==> src/rtl/qos_pkg.sv <==
// Shared types and constants for the QoS packet transmitter.
package qos_pkg;

   localparam int unsigned PKT_W   = 4;
   localparam int unsigned CLASS_W = 2;

   localparam logic [CLASS_W-1:0] CLS0 = 2'd0;
   localparam logic [CLASS_W-1:0] CLS1 = 2'd1;
   localparam logic [CLASS_W-1:0] CLS2 = 2'd2;
   localparam logic [CLASS_W-1:0] CLS3 = 2'd3;

   typedef enum logic [2:0] {
      IDLE,
      START,
      SGAP,
      PULSE,
      BGAP,
      IPG
   } tx_state_t;

   typedef struct packed {
      logic [CLASS_W-1:0]       cls;
      logic [PKT_W-CLASS_W-1:0] payload;
   } pkt_t;

endpackage

==> src/rtl/qos_pkt_tx_if.sv <==
// Valid/ready packet handshake into the transmitter.
import qos_pkg::*;

interface qos_pkt_tx_if;
   pkt_t pkt_in;
   logic pkt_valid;
   logic pkt_ready;

   modport master (output pkt_in, output pkt_valid, input pkt_ready);
   modport slave  (input pkt_in, input pkt_valid, output pkt_ready);
endinterface

==> src/rtl/qos_pkt_fifo.sv <==
// Synchronous packet FIFO with registered full/empty flags and occupancy count.
import qos_pkg::*;

module qos_pkt_fifo #(
   parameter int unsigned FIFO_DEPTH = 4
) (
   input  logic                               clk,
   input  logic                               rst_n,
   input  logic                               push,
   input  logic [PKT_W-1:0]                   din,
   input  logic                               pop,
   output logic [PKT_W-1:0]                   dout,
   output logic                               full,
   output logic                               empty,
   output logic [$clog2(FIFO_DEPTH + 1)-1:0]  count
);
   localparam int unsigned AW = $clog2(FIFO_DEPTH);
   localparam int unsigned CW = $clog2(FIFO_DEPTH + 1);

   logic [PKT_W-1:0] mem [FIFO_DEPTH];
   logic [AW-1:0]    wr_ptr;
   logic [AW-1:0]    rd_ptr;
   logic [CW-1:0]    count_nxt;
   logic             wr_en;
   logic             rd_en;

   // A full FIFO refuses writes even when a pop happens on the same edge
   assign wr_en = push && !full;
   assign rd_en = pop && !empty;
   assign dout  = mem[rd_ptr];

   always_comb begin
      count_nxt = count;
      if (wr_en && !rd_en) begin
         count_nxt = count + CW'(1);
      end else if (!wr_en && rd_en) begin
         count_nxt = count - CW'(1);
      end
   end

   always_ff @(posedge clk) begin
      if (!rst_n) begin
         wr_ptr <= '0;
         rd_ptr <= '0;
         count  <= '0;
         full   <= 1'b0;
         empty  <= 1'b1;
      end else begin
         if (wr_en) begin
            wr_ptr <= wr_ptr + AW'(1);
         end
         if (rd_en) begin
            rd_ptr <= rd_ptr + AW'(1);
         end
         count <= count_nxt;
         full  <= (count_nxt == CW'(FIFO_DEPTH));
         empty <= (count_nxt == CW'(0));
      end
   end

   always_ff @(posedge clk) begin
      if (wr_en) begin
         mem[wr_ptr] <= din;
      end
   end

endmodule

==> src/rtl/qos_pkt_tx.sv <==
// Packet source for the QoS buffer: drains the FIFO and replays each packet MSB
// first as active-low Zeros/Ones pulses framed by an active-low Start strobe.
import qos_pkg::*;

module qos_pkt_tx #(
   parameter int unsigned FIFO_DEPTH = 4,
   parameter int unsigned START_CYC  = 4,
   parameter int unsigned PULSE_CYC  = 4,
   parameter int unsigned GAP_CYC    = 4,
   parameter int unsigned IPG_CYC    = 8
) (
   input  logic             clk,
   input  logic             rst_n,
   qos_pkt_tx_if.slave      pkt_bus,
   output logic             Start,
   output logic             Zeros,
   output logic             Ones,
   output logic             busy,
   output logic [PKT_W-1:0] cur_pkt,
   output logic [7:0]       Total_Sent
);
   localparam int unsigned MAX_SP  = (START_CYC > PULSE_CYC) ? START_CYC : PULSE_CYC;
   localparam int unsigned MAX_GI  = (GAP_CYC > IPG_CYC) ? GAP_CYC : IPG_CYC;
   localparam int unsigned MAX_CYC = (MAX_SP > MAX_GI) ? MAX_SP : MAX_GI;
   localparam int unsigned CNT_W   = $clog2(MAX_CYC) + 1;
   localparam int unsigned IDX_W   = $clog2(PKT_W);
   localparam int unsigned FCNT_W  = $clog2(FIFO_DEPTH + 1);

   tx_state_t         state;
   tx_state_t         state_nxt;
   logic [CNT_W-1:0]  cnt;
   logic              phase_end;
   logic [IDX_W-1:0]  idx;

   logic [PKT_W-1:0]  fifo_dout;
   logic              fifo_full;
   logic              fifo_empty;
   logic [FCNT_W-1:0] fifo_count;

   logic              start_d;
   logic              zeros_d;
   logic              ones_d;
   logic              busy_d;
   logic              pop;
   logic              idx_dec;
   logic              frame_done;

   qos_pkt_fifo #(
      .FIFO_DEPTH (FIFO_DEPTH)
   ) u_fifo (
      .clk   (clk),
      .rst_n (rst_n),
      .push  (pkt_bus.pkt_valid),
      .din   (pkt_bus.pkt_in),
      .pop   (pop),
      .dout  (fifo_dout),
      .full  (fifo_full),
      .empty (fifo_empty),
      .count (fifo_count)
   );

   assign pkt_bus.pkt_ready = !fifo_full;

   // State register and per-phase cycle counter
   always_ff @(posedge clk) begin
      if (!rst_n) begin
         state <= IDLE;
         cnt   <= '0;
      end else begin
         state <= state_nxt;
         if (state_nxt != state) begin
            cnt <= '0;
         end else if (state != IDLE) begin
            cnt <= cnt + CNT_W'(1);
         end
      end
   end

   // Next-state: each phase lasts a fixed number of cycles
   always_comb begin
      state_nxt = state;
      phase_end = 1'b0;
      unique case (state)
         IDLE: begin
            if (fifo_count != FCNT_W'(0)) state_nxt = START;
         end
         START: begin
            phase_end = (cnt == CNT_W'(START_CYC - 1));
            if (phase_end) state_nxt = SGAP;
         end
         SGAP: begin
            phase_end = (cnt == CNT_W'(GAP_CYC - 1));
            if (phase_end) state_nxt = PULSE;
         end
         PULSE: begin
            phase_end = (cnt == CNT_W'(PULSE_CYC - 1));
            if (phase_end) state_nxt = BGAP;
         end
         BGAP: begin
            phase_end = (cnt == CNT_W'(GAP_CYC - 1));
            if (phase_end) state_nxt = (idx != IDX_W'(0)) ? PULSE : IPG;
         end
         IPG: begin
            phase_end = (cnt == CNT_W'(IPG_CYC - 1));
            if (phase_end) state_nxt = IDLE;
         end
         default: state_nxt = IDLE;
      endcase
   end

   // Output decode; the strobes are registered below, one cycle behind the state
   always_comb begin
      start_d    = 1'b1;
      zeros_d    = 1'b1;
      ones_d     = 1'b1;
      busy_d     = (state != IDLE);
      pop        = 1'b0;
      idx_dec    = 1'b0;
      frame_done = 1'b0;
      unique case (state)
         IDLE:  pop = !fifo_empty;
         START: start_d = 1'b0;
         PULSE: begin
            zeros_d = cur_pkt[idx];
            ones_d  = !cur_pkt[idx];
         end
         BGAP: begin
            if (phase_end) begin
               idx_dec    = (idx != IDX_W'(0));
               frame_done = (idx == IDX_W'(0));
            end
         end
         default: ;
      endcase
   end

   // Registered strobes and datapath
   always_ff @(posedge clk) begin
      if (!rst_n) begin
         Start      <= 1'b1;
         Zeros      <= 1'b1;
         Ones       <= 1'b1;
         busy       <= 1'b0;
         cur_pkt    <= '0;
         idx        <= '0;
         Total_Sent <= '0;
      end else begin
         Start <= start_d;
         Zeros <= zeros_d;
         Ones  <= ones_d;
         busy  <= busy_d;
         if (pop) begin
            cur_pkt <= fifo_dout;
            idx     <= IDX_W'(PKT_W - 1);
         end else if (idx_dec) begin
            idx <= idx - IDX_W'(1);
         end
         if (frame_done) begin
            Total_Sent <= Total_Sent + 8'd1;
         end
      end
   end

endmodule

==> src/flat_wrapper.sv <==
// flat-port wrapper written by rule: the top's interface ports become plain ports
module qos_pkt_tx_flat 
#(
   parameter int unsigned FIFO_DEPTH = 4,
   parameter int unsigned START_CYC  = 4,
   parameter int unsigned PULSE_CYC  = 4,
   parameter int unsigned GAP_CYC    = 4,
   parameter int unsigned IPG_CYC    = 8
)
  (clk, rst_n, Start, Zeros, Ones, busy, cur_pkt, Total_Sent, pkt_bus_pkt_in, pkt_bus_pkt_valid, pkt_bus_pkt_ready);
  qos_pkt_tx_if pkt_bus_i ();
  input  logic clk;
  input  logic rst_n;
  output logic Start;
  output logic Zeros;
  output logic Ones;
  output logic busy;
  output logic [PKT_W-1:0] cur_pkt;
  output logic [7:0] Total_Sent;
  input wire logic [$bits(pkt_bus_i.pkt_in)-1:0] pkt_bus_pkt_in;
  input wire logic [$bits(pkt_bus_i.pkt_valid)-1:0] pkt_bus_pkt_valid;
  output wire logic [$bits(pkt_bus_i.pkt_ready)-1:0] pkt_bus_pkt_ready;
  assign pkt_bus_i.pkt_in = pkt_bus_pkt_in;
  assign pkt_bus_i.pkt_valid = pkt_bus_pkt_valid;
  assign pkt_bus_pkt_ready = pkt_bus_i.pkt_ready;
  qos_pkt_tx #(.FIFO_DEPTH(FIFO_DEPTH), .START_CYC(START_CYC), .PULSE_CYC(PULSE_CYC), .GAP_CYC(GAP_CYC), .IPG_CYC(IPG_CYC)) u_core (.clk(clk), .rst_n(rst_n), .pkt_bus(pkt_bus_i), .Start(Start), .Zeros(Zeros), .Ones(Ones), .busy(busy), .cur_pkt(cur_pkt), .Total_Sent(Total_Sent));
endmodule
==> config.mk <==
export PLATFORM = sky130hd
export DESIGN_NAME = qos_pkt_tx_flat
export DESIGN_NICKNAME = d
export VERILOG_FILES = /design/src/rtl/qos_pkg.sv /design/src/rtl/qos_pkt_tx_if.sv /design/src/rtl/qos_pkt_fifo.sv /design/src/rtl/qos_pkt_tx.sv /design/src/flat_wrapper.sv
export SDC_FILE = /design/constraint.sdc
export NUM_CORES = 1
export LEC_CHECK = 0
export BUFFER_PORTS_ARGS = -buffer_cell sky130_fd_sc_hd__buf_2
export CAP_MARGIN = 30
export CORE_ASPECT_RATIO = 1.4
export CORE_MARGIN = 2
export CORE_UTILIZATION = 45
export CTS_CLUSTER_SIZE = 8
export DETAILED_ROUTE_END_ITERATION = 16
export GPL_TIMING_DRIVEN = 0
export HOLD_SLACK_MARGIN = 0.1
export PLACE_DENSITY = 0.74
export SLEW_MARGIN = 15
export SYNTH_ARGS = -nofsm -noshare
export SYNTH_HDL_FRONTEND = slang
export SYNTH_SLANG_ARGS = --single-unit
==> constraint.sdc <==
create_clock -name clk -period 3 [get_ports clk]
set_input_delay 0.15 -clock clk [delete_from_list [all_inputs] [get_ports clk]]
set_output_delay 0.15 -clock clk [all_outputs]
set_load 0.05 [all_outputs]
* After elaboration in Yosys (flattened, before gate mapping)
Memories as Yosys holds them, arrays and structs flattened. A register that Yosys moved wholly into a read port is not among the register bits.
Cells that the tools add are included.
** Cells by class
- Magnitude comparators :: 1
- Reductions and logical operators :: 20
- Bitwise gates (word level) :: 1
- Mux-type cells :: 23
- $add $sub $neg :: 7
- Eq/ne operators :: 9
** Operators by type and width (number)
- two-way mux 3 bit :: 9
- case mux 3 bit (6 select lines) :: 1
- equality test 3 bit (second input constant) :: 3
- two-way mux 1 bit :: 9
- adder 8 x 1 -> 8 bit (second input constant) :: 1
- equality test 3 x 2 -> 1 bit (second input constant) :: 2
- logical NOT 1 bit :: 6
- logical NOT 3 bit :: 2
- nonzero test 3 bit :: 2
- adder 2 x 1 -> 2 bit (second input constant) :: 2
- adder 4 x 1 -> 4 bit (second input constant) :: 1
- equality test 4 x 2 -> 1 bit (second input constant) :: 1
- equality test 4 x 3 -> 1 bit (second input constant) :: 1
- logical AND 1 bit :: 4
- two-way mux 2 bit :: 2
- nonzero test 2 bit :: 2
- OR reduction 4 bit :: 1
- adder 3 x 1 -> 3 bit (second input constant) :: 1
- equality test 3 x 1 -> 1 bit (second input constant) :: 1
- less-than comparator 2 x 3 -> 1 bit (second input constant) :: 1
- != test 3 bit :: 1
- subtractor 3 x 1 -> 3 bit (second input constant) :: 1
- binary-select mux 1 bit (select 2 bit) :: 1
- logical NOT 2 bit :: 1
- other kinds (5) :: 5
** Storage, ports and cells
- Output and inout port bits :: 17
- Memories kept :: 1
- Input port bits :: 7
- RAM bits :: 16
- Register bits :: 30
- Word-level logic and storage cells :: 75
** Memory list
- u_core.u_fifo.mem :: depth 4, bits a word 4, rd ports 1, clocked after Yosys merged registers in 1, write ports 1, RTL line qos_pkt_fifo.sv:20 : logic [PKT_W-1:0] mem [FIFO_DEPTH];

* Logic depth before layout (Yosys ltp)
Gate-level depths: netlist (run 1).
- Depth after elaboration :: 7
- Depth in mapped cells :: 6
- Depth with buffers taken out :: 6

* By module
From an unflattened synthesis (run 1), not the netlist that was laid out.
** Unflattened totals
- Cell total of the unflattened synthesis :: 225
- Area, all modules :: 2477.4 µm²
** Modules (own cells, without submodules)
- qos_pkt_tx :: sequential area each 500.5 µm², instances 1, cells an instance 138, area an instance 1252.5 µm²
- qos_pkt_fifo :: sequential area each 700.7 µm², instances 1, cells an instance 87, area an instance 1224.9 µm²

* Worst setup path after synthesis (run 1)
No wires, ideal clock.
- Kind :: register to register
- Start point :: reg u_core.cnt[0]
- End point :: reg u_core.Total_Sent[7]
- Path buffers :: 1
- Data arrival time :: 2054 ps
- Period minus slack after synthesis :: 2123 ps
- Setup slack :: 877 ps
- Cell stages (with the launch flop) :: 7
- Cells stage by stage :: dfxtp_1 ha_1 or3b_1 buf_6 or4_4 or3_1 a21oi_1
** Between the ends
- Word-level cells in the longest chain between the ends :: 4
- Elaborated cells on any way between the ends :: 5
- Classes of those cells :: 2 x eq/ne; 3 x mux
** Ends and longest elaborated chain
- from (decl) :: RTL line qos_pkt_tx.sv:31 : logic [CNT_W-1:0] cnt;
- from (signal assigned) :: RTL line qos_pkt_tx.sv:74 : cnt <= cnt + CNT_W'(1);
- equality test 4 x 3 -> 1 bit / equality test 4 x 2 -> 1 bit (equally long branches)
- case mux 1 bit (2 select lines) (*) :: RTL line qos_pkt_tx.sv:83 : unique case (state)
- two-way mux 1 bit (*) :: RTL line qos_pkt_tx.sv:128 : if (phase_end) begin
- two-way mux 1 bit (*) :: RTL line qos_pkt_tx.sv:120 : unique case (state)
- to (signal assigned) :: RTL line qos_pkt_tx.sv:159 : Total_Sent <= Total_Sent + 8'd1;
- to (decl) :: RTL line qos_pkt_tx.sv:20 : output logic [7:0] Total_Sent
Mark *: on every way between the ends. The rest lies on a longest branch, timed or not.
A chain may end at the register's enable or synchronous reset.

* Worst setup path after layout (run 1)
Ends and elaborated chain as after synthesis.

==> impl_metrics.ini, run 1 <==
[global_route]
use_met2 = 0.3197
grt_pass1_vias = 1690
grt-ovfl-total = 0
grt_max_degree = 17
met3_usage = 0.03004
grt_pass1_wl_mm = 7.790
busiest_layer = met2
grtUsageMet1 = 0.1871
track_usage = 0.1699
antenna_found_initial = 0

[route]
routedWlPerCell_um = 13.82
via_count = 1789
drtPass1Iterations = 4
via_per_inst = 5.356
ant_nets = 0
remaining_drc_errors = 0
drt_iter0_drc = 63
wirelength_mm = 4.616

[worst_setup_path]
crit_slowest_cell = or4_4
cp_top_family = simple AND/OR/NAND/NOR gates
end_kind = flip-flop
r2r_cells = 6
crit_arrival_ps = 2540
cp.depth = 6
cp-start-kind = flip-flop
path_cells = ha_1 -> or3b_1 -> buf_6 -> or4_4 -> or3_1 -> a21oi_1
crit_path_max_fanout = 9
path_class = flip-flop to flip-flop
crit_required_ps = 3240
crit_buf_inv = 1
cpPeakStageDelay_ps = 540

[cells_and_area]
fillers = 490
drive_gt1_frac = 0.1754
insertedDiodeCount = 0
layout.nets = 284
fin_cells = 334
syn_to_final_growth_pct = 13.64
fin_util = 0.5274

[floorplanning]
die_h_um = 89.98
die_w_um = 65.41
start_util = 0.4641
coreArea_um2 = 5120
row_count = 31
num_io_pins = 24
dieArea_um2 = 5885

[sta]
fin_ws_ps = 697.3
relSlewSlack = 0.4212
max_freq_ghz = 0.4343
drv_slew = 0
skew_ps = 9.425
rsz0062_at_grt = no
setup_viol = 0
worst_slew_pin_slew_ps = 857.3
post-route-min-period_ps = 2303
hold_viol = 0
min_period_over_period = 0.7676
finalSetupTns_ps = 0

[logic_synthesis]
synthSimpleGateAreaFrac = 0.1875
syn_area_per_cell_um2 = 10.20
synth_flop_cell = dfxtp_1
ys_types = 49
synthTopCellsByArea = dfxtp_1 (29%), edfxtp_1 (20%), ha_1 (5.3%)
synth_edf_count = 16
ys_async_sr_fraction = 0
synth_mux_area_frac = 0.06056
yosysTopAreaCell = dfxtp_1
syn_inst = 233
synth_xor_area_frac = 0.03686
synth_compound_area_frac = 0.1216
synth_top_area_frac = 0.2865
ys_ff_latch = 50
ys_seq_area_frac = 0.4887
synth_nets = 250
ys_warn_count = 0
synthesis.area_um2 = 2376
synth_top_family_by_area = simple AND/OR/NAND/NOR gates
yosys.area_share.adder = 0.05266

[place]
dp.cells = 322
dpl_worst_slack_ps = 716.2
gp_congestion = 0.8343
dp_hpwl_mm = 3.356
numPortBuffers = 23

[cts]
hold_buffers = 4
cts_setup_buffers = 0
clkLatencyLatePin_ps = 300
path_clk_slew_ps = 90
cts_resized = 0
clock-sinks = 50
cts_tree = yes
cts_max_level = 2
numCtsBuffers = 5
clockRootBuffer = clkbuf_8
cts_buffer_depth = 2

[run]
maxCapViolCount = 0

[worst_hold_path]
min_path_type = input port to flip-flop
whs_path_depth = 3

[power_and_ir_drop]
leakage_nw = 0.9862
pwr_density_cell_nw_per_um2 = 790.5
vdd_drop_max_mv = 0.4941

[outcome]
status = finished, final reports clean
worst paths after layout:
check / from / slack, ps / endpoint
setup / recovery: u_core.cnt[0]$_SDFFE_PP0P_ / 700 / u_core.Total_Sent[7]$_SDFFE_PN0P_
hold / removal: rst_n / 190 / u_core.state[2]$_SDFF_PN0_
setup reg to reg: u_core.cnt[0]$_SDFFE_PP0P_ / 700 / u_core.Total_Sent[7]$_SDFFE_PN0P_
hold reg to reg: u_core.Total_Sent[7]$_SDFFE_PN0P_ / 490 / u_core.Total_Sent[7]$_SDFFE_PN0P_
sequential cells by signal, summed over array words and instances (netlist names), 2 cells and up:
| name | flops |
|---|---|
| u_core.idx | 2 |
| u_core.u_fifo.rd_ptr | 2 |
| u_core.u_fifo.wr_ptr | 2 |
| u_core.cur_pkt | 4 |
| u_core.u_fifo.count | 3 |
| u_core.cnt | 4 |
| u_core.state | 3 |
| u_core.Total_Sent | 8 |
| u_core.u_fifo.mem | 16 |
through the flow:
step                      total power, mW  instance area (um^2)  hold WS, ps
final                               2.134                  2700        193.4
after CTS                           2.155                  2700        185.0
after floorplan                     1.577                  2376        248.9
after detailed placement            1.757                  2574        369.9
after global routing                2.284                  2700        223.8
after global placement              1.742                  2574        362.5
layer usage:
| layer | routed length [um] | part of all wire |
|---|---|---|
| met3 | 121 | 0.026 |
| met4 | 60 | 0.013 |
| met5 | 0 | 0 |
| met2 | 2565 | 0.56 |
| met1 | 1869 | 0.40 |
power by group:
part	total (mW)	switching [mW]	leakage (nW)	internal, mW
Clock	0.385	0.220	0.0417	0.165
Combinational	0.846	0.511	0.520	0.335
Sequential	0.904	0.0893	0.424	0.814
Total	2.13	0.820	0.986	1.31
kinds of logic (layout without fill, tap and decap cells):
family | Yosys count | after routing
AOI/OAI and AO/OA | 46 | 46
adders and majority gates | 10 | 10
DFF | 50 | 50
and+or+nand+nor | 82 | 82
muxes | 8 | 8
buffers and inverters | 27 | 62
xor gates and xnor gates | 10 | 10
cell usage in the layout, fill, tap and decap left out, drive strengths merged, types with 2 or more instances in the layout:
cell type    count
nand4            3
o311ai           2
or3              4
nor4             4
xor2             2
a31oi            2
nand2           18
inv             14
dfxtp           34
ha              10
edfxtp          16
buf             26
or4              3
a221oi           2
o21a             2
mux4             5
o31ai            2
and3             2
a21oi           20
nand3            5
a211oi           3
o21ai            8
nor2b            5
nor3             7
and2             4
nor3b            4
xnor2            8
nor2            15
clkbuf          17
or2              2
nand2b           2
dlygate4sd3      4
mux2i            2
cells in the mapped netlist, types with 5 or more instances:
cell type  count
nand2_1       18
inv_1         13
ha_1          10
nand3_1        5
clkbuf_1      10
nor2_1        15
dfxtp_1       34
o21ai_0        8
nor3_1         7
a21oi_1       20
xnor2_1        8
mux4_2         5
nor2b_1        5
edfxtp_1      16
layout make-up:
class	instances	area (um^2)	share of cell area
sequential	50	1161	0.4300
tap	66	82.58	0.03058
buffer	14	75.07	0.02780
timing repair buffer	27	155.1	0.05746
clock inverter	2	13.76	0.005097
clock buffer	6	72.57	0.02688
multi-input combinational	156	1091	0.4041
inverter	13	48.80	0.01807
worst min-delay path, delay by kind of cell:
family / cells / cell delay [ps]
compound gates: 1 / 80
buf+inv: 2 / 210
Power figures use the tool's default switching activity.
==> run 2: changes to the inputs <==
==> constraint.sdc (replaced) <==
create_clock -name clk -period 2.35 [get_ports clk]
set_input_delay 0.1175 -clock clk [delete_from_list [all_inputs] [get_ports clk]]
set_output_delay 0.1175 -clock clk [all_outputs]
set_load 0.05 [all_outputs]
==> run 2 against run 1 <==
Against the previous run: critical path depth unchanged; largest power group unchanged; power increased by 28%; worst setup slack got worse by 560 ps; final cell count unchanged; non-clock buffer count unchanged; critical endpoint unchanged.
==> impl_metrics.ini, run 2 (same netlist as run 1, synthesis figures left out) <==
[floorplanning]
dieArea_um2 = 5885
die_h_um = 89.98
num_io_pins = 24
start_util = 0.4641
die_w_um = 65.41
coreArea_um2 = 5120
row_count = 31

[route]
wirelength_mm = 4.613
ant_nets = 0
via_per_inst = 5.362
drt_iter0_drc = 63
drtPass1Iterations = 4
routedWlPerCell_um = 13.81
remaining_drc_errors = 0
via_count = 1791

[cts]
numCtsBuffers = 5
path_clk_slew_ps = 90
cts_tree = yes
cts_setup_buffers = 0
clockRootBuffer = clkbuf_8
clkLatencyLatePin_ps = 300
cts_buffer_depth = 2
clock-sinks = 50
cts_max_level = 2

[cells_and_area]
largest-register = u_core.u_fifo.mem
syn_to_final_growth_pct = 13.80
final_common_cell = dfxtp_1
layout_common_cells = dfxtp_1 (33), buf_2 (24), a21oi_1 (20), nand2_1 (18), edfxtp_1 (16)
top_regs = u_core.u_fifo.mem: 16 flops, u_core.Total_Sent: 8 flops
fillers = 488
largest_reg_flops = 16
insertedDiodeCount = 0
postLayoutCellArea_um2 = 2704
fin_cells = 334
drive_gt1_frac = 0.1828
layout.nets = 284
fin_util = 0.5281

[sta]
setup_viol = 0
finalSetupTns_ps = 0
skew_ps = 9.425
relSlewSlack = 0.4200
post-route-min-period_ps = 2217
min_period_over_period = 0.9432
worst_slew_pin_slew_ps = 859.1
max_freq_ghz = 0.4511
rsz0062_at_grt = no
hold_viol = 0
drv_slew = 0
hold_ws_ps = 160.2

[worst_setup_path]
crit_path_max_fanout = 9
crit_arrival_ps = 2460
cpPeakStageDelay_ps = 540
worstReg2RegStart = u_core.cnt[0]$_SDFFE_PP0P_
cp-start-kind = flip-flop
reg2reg_to = u_core.Total_Sent[7]$_SDFFE_PN0P_
path_cells = ha_2 -> or3b_1 -> buf_6 -> or4_4 -> or3_1 -> a21oi_1
r2r_slack_ps = 130
crit_required_ps = 2590
crit_slowest_cell = or4_4
end_kind = flip-flop
r2r_cells = 6
path_class = flip-flop to flip-flop

[power_and_ir_drop]
p_seq_frac = 0.424
p_comb_frac = 0.396
switching_share = 0.3842
leakage_nw = 0.9838
cell_internal_pwr_mw = 1.680
p_clk_frac = 0.180
vdd_drop_max_mv = 0.6307
pwr_density_cell_nw_per_um2 = 1009
switching_power_mw = 1.048

[place]
dp.cells = 322
gp_congestion = 0.8343
dp_hpwl_mm = 3.356
numPortBuffers = 23
dpl_cell_area_um2 = 2574

[worst_hold_path]
whs_path_depth = 3
holdCritStartpoint = rst_n
min_path_type = input port to flip-flop
whs_endpoint = u_core.state[2]$_SDFF_PN0_

[global_route]
grt_pass1_wl_mm = 7.790
antenna_found_initial = 0
grt_max_degree = 17
track_usage = 0.1699
grt_pass1_vias = 1690
grt-ovfl-total = 0

[outcome]
status = finished, final reports clean

[run]
maxCapViolCount = 0
run 2: power groups by stage:
stage / Sequential [mW] / Combinational, mW / Clock [mW]
6_report: 1.16 / 1.08 / 0.491
5_1_grt: 1.18 / 1.21 / 0.531
4_1_cts: 1.16 / 1.09 / 0.508
3_5_place_dp: 1.18 / 1.07 / 0
3_3_place_gp: 1.17 / 1.05 / 0
2_1_floorplan: 1.26 / 0.750 / 0
run 2: how the worst max path moves through the flow:
stage               slack (ps)                        from  cells after the start                           endpoint
finish                     130  u_core.cnt[0]$_SDFFE_PP0P_                      6  u_core.Total_Sent[7]$_SDFFE_PN0P_
global route                10  u_core.cnt[0]$_SDFFE_PP0P_                      6  u_core.Total_Sent[7]$_SDFFE_PN0P_
CTS                         40  u_core.cnt[0]$_SDFFE_PP0P_                      6  u_core.Total_Sent[7]$_SDFFE_PN0P_
detailed placement          70  u_core.cnt[0]$_SDFFE_PP0P_                      6  u_core.Total_Sent[7]$_SDFFE_PN0P_
global placement           100  u_core.cnt[0]$_SDFFE_PP0P_                      6  u_core.Total_Sent[7]$_SDFFE_PN0P_
floorplan                  230  u_core.cnt[0]$_SDFFE_PP0P_                      6  u_core.Total_Sent[7]$_SDFFE_PN0P_
run 2: per-stage QoR:
| step | worst slack [ps] | power (mW) |
|---|---|---|
| 6_report | 133.4 | 2.727 |
| 5_1_grt | 14.35 | 2.918 |
| 4_1_cts | 36.66 | 2.751 |
| 3_5_place_dp | 66.15 | 2.243 |
| 3_3_place_gp | 99.68 | 2.224 |
| 2_1_floorplan | 226.6 | 2.013 |
run 2: cell type report:
cell class | count | area, um^2 | share of cell area
sequential | 50 | 1162 | 0.4299
buffer | 14 | 75.07 | 0.02776
multi-input combinational | 156 | 1094 | 0.4044
clock buffer | 6 | 72.57 | 0.02684
timing repair buffer | 27 | 155.1 | 0.05738
inverter | 13 | 48.80 | 0.01805
clock inverter | 2 | 13.76 | 0.005090
tap | 66 | 82.58 | 0.03054
run 2: repair_timing:
| action | CTS | global route |
|---|---|---|
| hold endpoints to repair | 16 | 0 |
| setup endpoints to repair | 0 | 3 |
| hold buffers | 4 | 0 |
| resized for setup | 0 | 2 |
run 2: metal layers:
metal | wire length, um | up-vias | track usage | part of all wire
met1 | 1853 | 855 | 0.1871 | 0.40
met3 | 130 | 5 | 0.03004 | 0.028
met5 | 0 | - | 0 | 0
met4 | 60 | 0 | 0.05208 | 0.013
li1 | - | 902 | - | -
met2 | 2568 | 29 | 0.3197 | 0.56
run 2: worst max-delay path: cells and delay by family, from the launching register on:
family                   cells  cell delay [ps]
AND/OR/NAND/NOR              3             1270
AO/OA/AOI/OAI                1              130
adder cells (fa/ha/maj)      1              230
flip-flops                   1              380
buffers and inverters        1              150
